===== config.mk =====
export PLATFORM = sky130hd
export DESIGN_NAME = ami_r_arb
export DESIGN_NICKNAME = d
export VERILOG_FILES = /design/src/rtl/ami_r_arb.sv
export SDC_FILE = /design/constraint.sdc
export NUM_CORES = 1
export LEC_CHECK = 0
export ABC_CLOCK_PERIOD_IN_PS = 6000
export CORE_AREA = 2 2 372 374
export DETAILED_ROUTE_END_ITERATION = 8
export DIE_AREA = 0 0 374 376
export PLACE_DENSITY = 0.3
export SLEW_MARGIN = 20
export SYNTH_ARGS = -nofsm -noshare
export SYNTH_HDL_FRONTEND = slang
export SYNTH_SLANG_ARGS = --single-unit
export TNS_END_PERCENT = 1

===== constraint.sdc =====
create_clock -name ACLK -period 6 [get_ports ACLK]
set_input_delay 0.6 -clock ACLK [delete_from_list [all_inputs] [get_ports ACLK]]
set_output_delay 0.6 -clock ACLK [all_outputs]
set_load 0.05 [all_outputs]

===== src/rtl/ami_r_arb.sv =====
// ami_r_arb: N-to-1 AXI read arbiter. AR requests are granted round-robin and
// tagged with the requester index in the upper ARID bits. R beats are routed back
// by decoding that tag. A global limit caps the number of outstanding bursts.
// Optional build macro AMI_RARB_FIXPRIO_EN: fixed priority, lowest index wins.
module ami_r_arb #(
  parameter int unsigned N      = 4,
  parameter int unsigned AXI_DW = 128,
  parameter int unsigned AXI_AW = 32,
  parameter int unsigned AXI_IW = 8,
  parameter int unsigned AXI_LW = 8,
  parameter int unsigned AXI_SW = 3,
  parameter int unsigned OST_D  = 4,
  parameter int unsigned IXW    = $clog2(N),
  parameter int unsigned UIW    = AXI_IW - IXW,
  parameter int unsigned OCW    = $clog2(OST_D + 1)
) (
  input  logic                ACLK,
  input  logic                ARESETn,
  input  logic [N*UIW-1:0]    s_arid,
  input  logic [N*AXI_AW-1:0] s_araddr,
  input  logic [N*AXI_LW-1:0] s_arlen,
  input  logic [N*AXI_SW-1:0] s_arsize,
  input  logic [N*2-1:0]      s_arburst,
  input  logic [N-1:0]        s_arvalid,
  output logic [N-1:0]        s_arready,
  output logic [N*UIW-1:0]    s_rid,
  output logic [N*AXI_DW-1:0] s_rdata,
  output logic [N*2-1:0]      s_rresp,
  output logic [N-1:0]        s_rlast,
  output logic [N-1:0]        s_rvalid,
  input  logic [N-1:0]        s_rready,
  output logic [AXI_IW-1:0]   ARID,
  output logic [AXI_AW-1:0]   ARADDR,
  output logic [AXI_LW-1:0]   ARLEN,
  output logic [AXI_SW-1:0]   ARSIZE,
  output logic [1:0]          ARBURST,
  output logic                ARVALID,
  input  logic                ARREADY,
  input  logic [AXI_IW-1:0]   RID,
  input  logic [AXI_DW-1:0]   RDATA,
  input  logic [1:0]          RRESP,
  input  logic                RLAST,
  input  logic                RVALID,
  output logic                RREADY,
  output logic [OCW-1:0]      ost_cnt,
  output logic                tag_err
);

  typedef enum logic [0:0] {StIdle, StBusy} state_e;

  state_e              state_q, state_d;
  logic                arvalid_q, arvalid_d;
  logic [AXI_IW-1:0]   arid_q;
  logic [AXI_AW-1:0]   araddr_q;
  logic [AXI_LW-1:0]   arlen_q;
  logic [AXI_SW-1:0]   arsize_q;
  logic [1:0]          arburst_q;
  logic [OCW-1:0]      ost_cnt_q, ost_cnt_d;
  logic                tag_err_q, tag_err_d;

  logic                win_found;
  logic [IXW-1:0]      win;
  logic                grant;
  logic [UIW-1:0]      sel_arid;
  logic [AXI_AW-1:0]   sel_araddr;
  logic [AXI_LW-1:0]   sel_arlen;
  logic [AXI_SW-1:0]   sel_arsize;
  logic [1:0]          sel_arburst;

  logic [IXW-1:0]      r_tag;
  logic                tag_ok;
  logic                rready_sel;
  logic                rlast_hs;

`ifndef AMI_RARB_FIXPRIO_EN
  logic [IXW-1:0]      rr_last_q;

  // Round-robin pointer: remembers the last winner.
  always_ff @(posedge ACLK or negedge ARESETn) begin
    if (!ARESETn) rr_last_q <= IXW'(N - 1);
    else if (grant) rr_last_q <= win;
  end
`endif

  // Winner selection.
  always_comb begin
    win_found = 1'b0;
    win       = '0;
`ifdef AMI_RARB_FIXPRIO_EN
    for (int i = 0; i < N; i++) begin
      if (!win_found && s_arvalid[i]) begin
        win_found = 1'b1;
        win       = IXW'(i);
      end
    end
`else
    // First pass covers indices above the last winner, second pass wraps around.
    for (int i = 0; i < N; i++) begin
      if (!win_found && s_arvalid[i] && (IXW'(i) > rr_last_q)) begin
        win_found = 1'b1;
        win       = IXW'(i);
      end
    end
    for (int i = 0; i < N; i++) begin
      if (!win_found && s_arvalid[i] && (IXW'(i) <= rr_last_q)) begin
        win_found = 1'b1;
        win       = IXW'(i);
      end
    end
`endif
  end

  assign grant = (state_q == StIdle) && win_found && (ost_cnt_q < OCW'(OST_D));

  // One-hot grant pulse and payload mux for the winner.
  always_comb begin
    s_arready   = '0;
    sel_arid    = '0;
    sel_araddr  = '0;
    sel_arlen   = '0;
    sel_arsize  = '0;
    sel_arburst = '0;
    for (int i = 0; i < N; i++) begin
      if (win == IXW'(i)) begin
        s_arready[i] = grant;
        sel_arid     = s_arid[i*UIW +: UIW];
        sel_araddr   = s_araddr[i*AXI_AW +: AXI_AW];
        sel_arlen    = s_arlen[i*AXI_LW +: AXI_LW];
        sel_arsize   = s_arsize[i*AXI_SW +: AXI_SW];
        sel_arburst  = s_arburst[i*2 +: 2];
      end
    end
  end

  // AR FSM next state.
  always_comb begin
    state_d   = state_q;
    arvalid_d = arvalid_q;
    unique case (state_q)
      StIdle: begin
        if (grant) begin
          state_d   = StBusy;
          arvalid_d = 1'b1;
        end
      end
      StBusy: begin
        if (ARREADY) begin
          state_d   = StIdle;
          arvalid_d = 1'b0;
        end
      end
      default: state_d = StIdle;
    endcase
  end

  // AR FSM state and registered AR channel.
  always_ff @(posedge ACLK or negedge ARESETn) begin
    if (!ARESETn) begin
      state_q   <= StIdle;
      arvalid_q <= 1'b0;
      arid_q    <= '0;
      araddr_q  <= '0;
      arlen_q   <= '0;
      arsize_q  <= '0;
      arburst_q <= '0;
    end else begin
      state_q   <= state_d;
      arvalid_q <= arvalid_d;
      if (grant) begin
        arid_q    <= {win, sel_arid};
        araddr_q  <= sel_araddr;
        arlen_q   <= sel_arlen;
        arsize_q  <= sel_arsize;
        arburst_q <= sel_arburst;
      end
    end
  end

  assign ARID    = arid_q;
  assign ARADDR  = araddr_q;
  assign ARLEN   = arlen_q;
  assign ARSIZE  = arsize_q;
  assign ARBURST = arburst_q;
  assign ARVALID = arvalid_q;

  // R routing: decode the tag, unknown tags are accepted and dropped.
  assign r_tag = RID[AXI_IW-1:UIW];

  always_comb begin
    tag_ok     = 1'b0;
    rready_sel = 1'b0;
    s_rvalid   = '0;
    for (int i = 0; i < N; i++) begin
      if (r_tag == IXW'(i)) begin
        tag_ok      = 1'b1;
        rready_sel  = s_rready[i];
        s_rvalid[i] = RVALID;
      end
    end
    RREADY = tag_ok ? rready_sel : 1'b1;
  end

  assign s_rid   = {N{RID[UIW-1:0]}};
  assign s_rdata = {N{RDATA}};
  assign s_rresp = {N{RRESP}};
  assign s_rlast = {N{RLAST}};

  assign rlast_hs = RVALID && RREADY && RLAST;

  // Outstanding counter and sticky error flag next state.
  always_comb begin
    ost_cnt_d = ost_cnt_q;
    tag_err_d = tag_err_q;
    if (RVALID && !tag_ok) tag_err_d = 1'b1;
    if (grant && !rlast_hs) begin
      ost_cnt_d = ost_cnt_q + OCW'(1);
    end else if (rlast_hs && !grant) begin
      if (ost_cnt_q == '0) tag_err_d = 1'b1;
      else ost_cnt_d = ost_cnt_q - OCW'(1);
    end
  end

  // Counter and flag registers.
  always_ff @(posedge ACLK or negedge ARESETn) begin
    if (!ARESETn) begin
      ost_cnt_q <= '0;
      tag_err_q <= 1'b0;
    end else begin
      ost_cnt_q <= ost_cnt_d;
      tag_err_q <= tag_err_d;
    end
  end

  assign ost_cnt = ost_cnt_q;
  assign tag_err = tag_err_q;

endmodule


==> Word-level counts from Yosys, hierarchy flattened <==
Cells that the tools add are included.
{ "totals": {"word_cells": 134, "output_inout_bits": 615, "register_bits": 61} }
{ "op_classes": {"n_eq_ne": 9, "reduce_logical": 38, "magnitude_cmp": 9, "bitwise_logic": 1, "n_mux": 65, "add_sub_neg": 2} }
{ "ops": {"columns": ["operator", "n"], "rows": [
  ["2-to-1 mux 32 bit", 4],
  ["2-to-1 mux 1 bit", 34],
  ["2-to-1 mux 8 bit", 4],
  ["2-to-1 mux 6 bit", 4],
  ["logical AND 1 bit", 22],
  ["2-to-1 mux 3 bit", 7],
  ["2-to-1 mux 2 bit", 10],
  ["logical NOT 1 bit", 10],
  ["equality test 2 bit, second input constant", 4],
  ["!= test 2 bit, second input constant", 3],
  ["equality test 2 x 1 -> 1 bit, second input constant", 2],
  ["greater-than comparator 1 x 2 -> 1 bit, first input constant", 2],
  ["greater-than comparator 2 bit, first input constant", 2],
  ["less-or-equal comparator 1 x 2 -> 1 bit, first input constant", 2],
  ["less-or-equal comparator 2 bit, first input constant", 2],
  ["logical NOT 2 bit", 2],
  ["case mux 1 bit (2 select lines)", 2],
  ["AND reduction 2 bit", 2],
  ["adder 3 x 1 -> 3 bit, second input constant", 1],
  ["logical NOT 3 bit", 1],
  ["less-than comparator 3 bit, second input constant", 1],
  ["subtractor 3 x 1 -> 3 bit, second input constant", 1],
  ["nonzero test 2 bit", 1],
  ["inverter 1 bit", 1]
]} }

==> Longest topological paths before layout <==
{ "depth": {"ltp_word": 37, "mapped_depth": 13, "ltp_nobuf": 9} }

==> Worst setup path before layout <==
Ideal clock, no wire load.
{ "synth_timing": {"path_type": "input to output", "startpoint": "input port s_arvalid[1]", "endpoint": "output port s_arready[3]", "path_slack_ps": 3086, "cell_stages": 8, "arrival_time_ps": 2314, "path_cell_list": "buf_2 nor2_1 a211o_1 inv_2 buf_2 buf_2 nand3_1 nor2_1"} }
{ "synth_via": {"elab_chain_cells": 30, "word_cells_on_any_way": 38, "cone_classes": "1 x eq/ne; 15 x mux; 22 x reduce/logical"} }
{ "synth_rtl": {"columns": ["element", "line", "source"], "rows": [
  ["start, declared", "24", "input logic [N-1:0] s_arvalid,"],
  ["logical AND 1 bit (2 in series)", "99", "if (!win_found && s_arvalid[i] && (IXW'(i) > rr_last_q)) begin"],
  ["2-to-1 mux 1 bit", "99", null],
  ["logical NOT 1 bit", "99", null],
  ["logical AND 1 bit (2 in series)", "99", null],
  ["2-to-1 mux 1 bit", "99", null],
  ["logical NOT 1 bit", "99", null],
  ["logical AND 1 bit (2 in series)", "99", null],
  ["2-to-1 mux 1 bit", "99", null],
  ["(+9 left out)", null, null],
  ["logical AND 1 bit (2 in series)", "105", "if (!win_found && s_arvalid[i] && (IXW'(i) <= rr_last_q)) begin"],
  ["2-to-1 mux 1 bit *", "105", null],
  ["logical NOT 1 bit", "105", null],
  ["logical AND 1 bit (2 in series)", "105", null],
  ["2-to-1 mux 1 bit *", "105", null],
  ["logical AND 1 bit * (2 in series)", "113", "assign grant = (state_q == StIdle) && win_found && (ost_cnt_q < OCW'(OST_D));"],
  ["via grant", "63", "logic grant;"],
  ["2-to-1 mux 1 bit *", "124", "if (win == IXW'(i)) begin"],
  ["end, declared", "25", "output logic [N-1:0] s_arready,"]
]} }
Mark *: on every way through the listed nets, which the timed path passes. The rest lies on a longest branch.

==> Worst setup path after layout <==
{ "layout_timing": {"startpoint": "input port s_arvalid[3]", "endpoint": "output port s_arready[3]"} }
{ "layout_via": {"elab_chain_cells": 22, "word_cells_on_any_way": 28, "cone_classes": "1 x eq/ne; 11 x mux; 16 x reduce/logical"} }
{ "layout_rtl": {"columns": ["element", "line"], "rows": [
  ["logical AND 1 bit (2 in series)", "99"],
  ["2-to-1 mux 1 bit", "99"],
  ["logical NOT 1 bit", "105"],
  ["logical AND 1 bit (2 in series)", "105"],
  ["2-to-1 mux 1 bit", "105"],
  ["logical NOT 1 bit", "105"],
  ["logical AND 1 bit (2 in series)", "105"],
  ["2-to-1 mux 1 bit", "105"],
  ["logical NOT 1 bit", "105"],
  ["logical AND 1 bit (2 in series)", "105"],
  ["2-to-1 mux 1 bit", "105"],
  ["logical NOT 1 bit", "105"],
  ["logical AND 1 bit (2 in series)", "105"],
  ["2-to-1 mux 1 bit", "105"],
  ["logical AND 1 bit (2 in series)", "113"],
  ["2-to-1 mux 1 bit *", "124"]
]} }
Every way passes the cells marked *; elsewhere a longest branch is shown, timed or not.

==> flow_summary.ini <==
[run_status]
status = completed

[timing]
relSlewSlack = 0.308
fin_crit_ns = 4.16
slew_violations = 0
tns_ns = 0
clock_skew_ns = 0.0162
period_share = 0.693
max_freq_mhz = 240
rsz0062_at_grt = no
hold_viol = 0
worstMarginPinSlew_ns = 1.03
finalSetupViolations = 0

[worst_setup_path]
worst_setup_path_start_kind = input port
cp_data_arrival_time_ns = 3.56
max_stage_delay_ns = 0.82
crit_path_max_fanout = 36
endpoint_kind = output pin
critPathKind = in2out
slowest_stage = clkdlybuf4s50_1
critPathRequiredTime_ns = 5.40
path_cells = clkdlybuf4s50_1, nor2_1, a211o_4, clkinv_2, nand3_1, nor2_1, clkdlybuf4s50_1

[floorplanning]
ioPinCount = 970
coreArea_mm2 = 0.137
start_util = 0.0585
die_area_mm2 = 0.141
die_w_um = 374
die_y_um = 376
placementRows = 136

[global_routing]
overflow = 0
grt_most_used_layer = met2
use_met3 = 0.0659
grt.total_usage = 0.0684
grt_pass1_wl_um = 62400
antenna_found_initial = 8
first_global_vias = 6203
grt_max_degree = 62
grt_util_met2 = 0.116
use_met1 = 0.0515

[placement]
portBuffers = 289
gp_congestion = 0.759
dp_hpwl_um = 40500

[clock_network]
clockBufferDepth = 2
numCtsBuffers = 9
holdBufCountCts = 0
cts_resized = 0
cts.sinks = 61
htreeDepth = 3
clockRootBuffer = clkbuf_16
clk_pin_slew_worst_paths_ns = 0.08
cts_tree = done
clk_latency_ns = 0.41
cts_setup_buffers = 0

[logic_synthesis]
ys_seq_elements = 61
avgSynthCellArea_um2 = 8.10
synth_top_family_by_area = buffers and inverters
synth-simple-area-share = 0.0752
syn_area_mm2 = 0.00800
synth.area.mux_share = 0.00282
yosysWarnings = 0
async_flop_share = 1.00
synth_xor_area_frac = 0.00219
synth_compound_area_frac = 0.178
yosysSeqAreaShare = 0.191
synth_cell_types = 44
syn_nets = 1346
synth_edf_count = 0
syn_inst = 988
synthAdderAreaFrac = 0.00563
synth_ff_type = dfrtp_1

[cells_and_area]
drive_gt1_frac = 0.0567
final_nets = 1059
fill_cells = 16100
post-route-util = 0.0678
area_growth_pct = 15.7

[worst_hold_path]
holdCritPathClass = in2async

[power_and_ir_drop]
total_leakage_power_nw = 2.79
power_density_mw_per_mm2 = 455
ir_drop_uv = 255
fin_total_pwr_mw = 4.21

[route]
via_count = 5738
drtAntennaViolNets = 0
drt_wl_total_um = 49400
wl_per_cell_um = 19.7
drtIter0Drc = 293
remaining_drc_errors = 0
vias_per_cell = 2.29
drt_first_pass_iters = 5

[flow_run]
drv_cap = 0
[power by group]
| part | leakage, nW | switching (mW) | internal [mW] |
|---|---|---|---|
| Clock | 0.145 | 0.292 | 0.328 |
| Combinational | 1.92 | 1.89 | 0.889 |
| Sequential | 0.727 | 0.181 | 0.634 |
| Total | 2.79 | 2.36 | 1.85 |
[placed cells by master, fill, tap and decap left out, types with 2 or more instances in the layout]
master	count
diode_2	8
o21a_1	2
clkinvlp_4	2
clkdlybuf4s50_1	287
ha_1	2
buf_4	8
a21o_1	2
o221ai_1	39
clkbuf_16	9
inv_6	2
or3_1	8
and2_1	2
nor2_1	17
nor2b_1	3
o32ai_1	4
a21oi_1	12
a22oi_1	43
and3_1	2
nand3_1	10
a221oi_1	51
nand2_1	89
o21ai_0	13
xor2_1	2
dfrtp_1	59
dfstp_2	2
nor3_1	5
inv_1	5
[synth_stat cells, drive strengths merged (2+ instances only)]
master | n | area, um2
o32ai | 4 | 35.0
a221oi | 51 | 447
buf | 577 | 4270
or3 | 8 | 50.1
inv | 6 | 22.5
a22oi | 43 | 323
o221ai | 40 | 357
and2 | 2 | 12.5
a21o | 3 | 22.5
dfstp | 2 | 52.6
o21a | 2 | 15.0
xor2 | 2 | 17.5
o21ai | 13 | 65.1
and3 | 2 | 12.5
nor2b | 4 | 27.5
nand2 | 90 | 338
dfrtp | 59 | 1480
nand3 | 10 | 50.1
nor3 | 5 | 25.0
a21oi | 13 | 76.3
clkbuf | 19 | 71.3
ha | 2 | 25.0
nor2 | 17 | 63.8
[stage by stage]
| stage | hold slack (ns) | setup slack [ns] | instance area [um2] | std cells |
|---|---|---|---|---|
| floorplan | 0.304 | 3.09 | 8000 | 988 |
| global placement | 0.472 | 1.84 | 8900 | 2483 |
| detailed placement | 0.486 | 1.82 | 8930 | 2484 |
| CTS | 0.352 | 1.81 | 9240 | 2500 |
| global route | 0.220 | 1.71 | 9240 | 2501 |
| finish | 0.218 | 1.84 | 9260 | 2508 |
[metal layers]
metal	wire length, um	share of wire
met1	13400	0.27
met2	24200	0.49
met3	10100	0.20
met4	1730	0.035
met5	13	0.00026
[worst max-delay path, delay by kind of cell]
family / cells / cell delay (ns)
buffers and inverters: 3 / 1.95
AOI/OAI and AO/OA: 1 / 0.36
and+or+nand+nor: 3 / 0.59
[cell type report]
| cell class | count | area [um2] | area share |
|---|---|---|---|
| well taps | 1794 | 2240 | 0.242 |
| clock buffers | 9 | 225 | 0.0243 |
| inverters | 6 | 23.8 | 0.00257 |
| clock inverters | 7 | 82.6 | 0.00892 |
| multi-input cells | 325 | 2160 | 0.233 |
| flip-flops and latches | 61 | 1530 | 0.165 |
| diodes | 8 | 20.0 | 0.00216 |
| repair buffers | 298 | 2980 | 0.321 |
[worst paths after layout]
| check | from | endpoint | slack, ns | cells after the start |
|---|---|---|---|---|
| setup / recovery | s_arvalid[3] | s_arready[3] | 1.84 | 7 |
| hold / removal | ARESETn | ARLEN[2] | 0.22 | 1 |
| setup reg to reg | ost_cnt[2] | ARLEN[6] | 3.07 | 6 |
| hold reg to reg | ARVALID | ARVALID | 0.49 | 2 |
| max in group asynchronous | ARESETn | ARADDR[25] | 5.17 | 1 |
| min in group ACLK | ARVALID | ARVALID | 0.49 | 2 |
[logic make-up (layout without fill, tap and decap cells)]
logic type,count (synthesis),in the layout
fa+ha+maj,3,3
buf+inv,602,320
xor+xnor,2,2
mux,1,1
other cells,0,8
flops,61,61
compound gates,178,178
simple gates,141,141
[flip-flops by register name, summed over array words and instances, names as in the netlist]
signal and flops:
ARADDR 32, ARLEN 8, rr_last_q 2, ARBURST 2
ARVALID 1, state_q 1, ost_cnt 3, tag_err 1
ARID 8, ARSIZE 3
(Power assumes the default switching activity.)
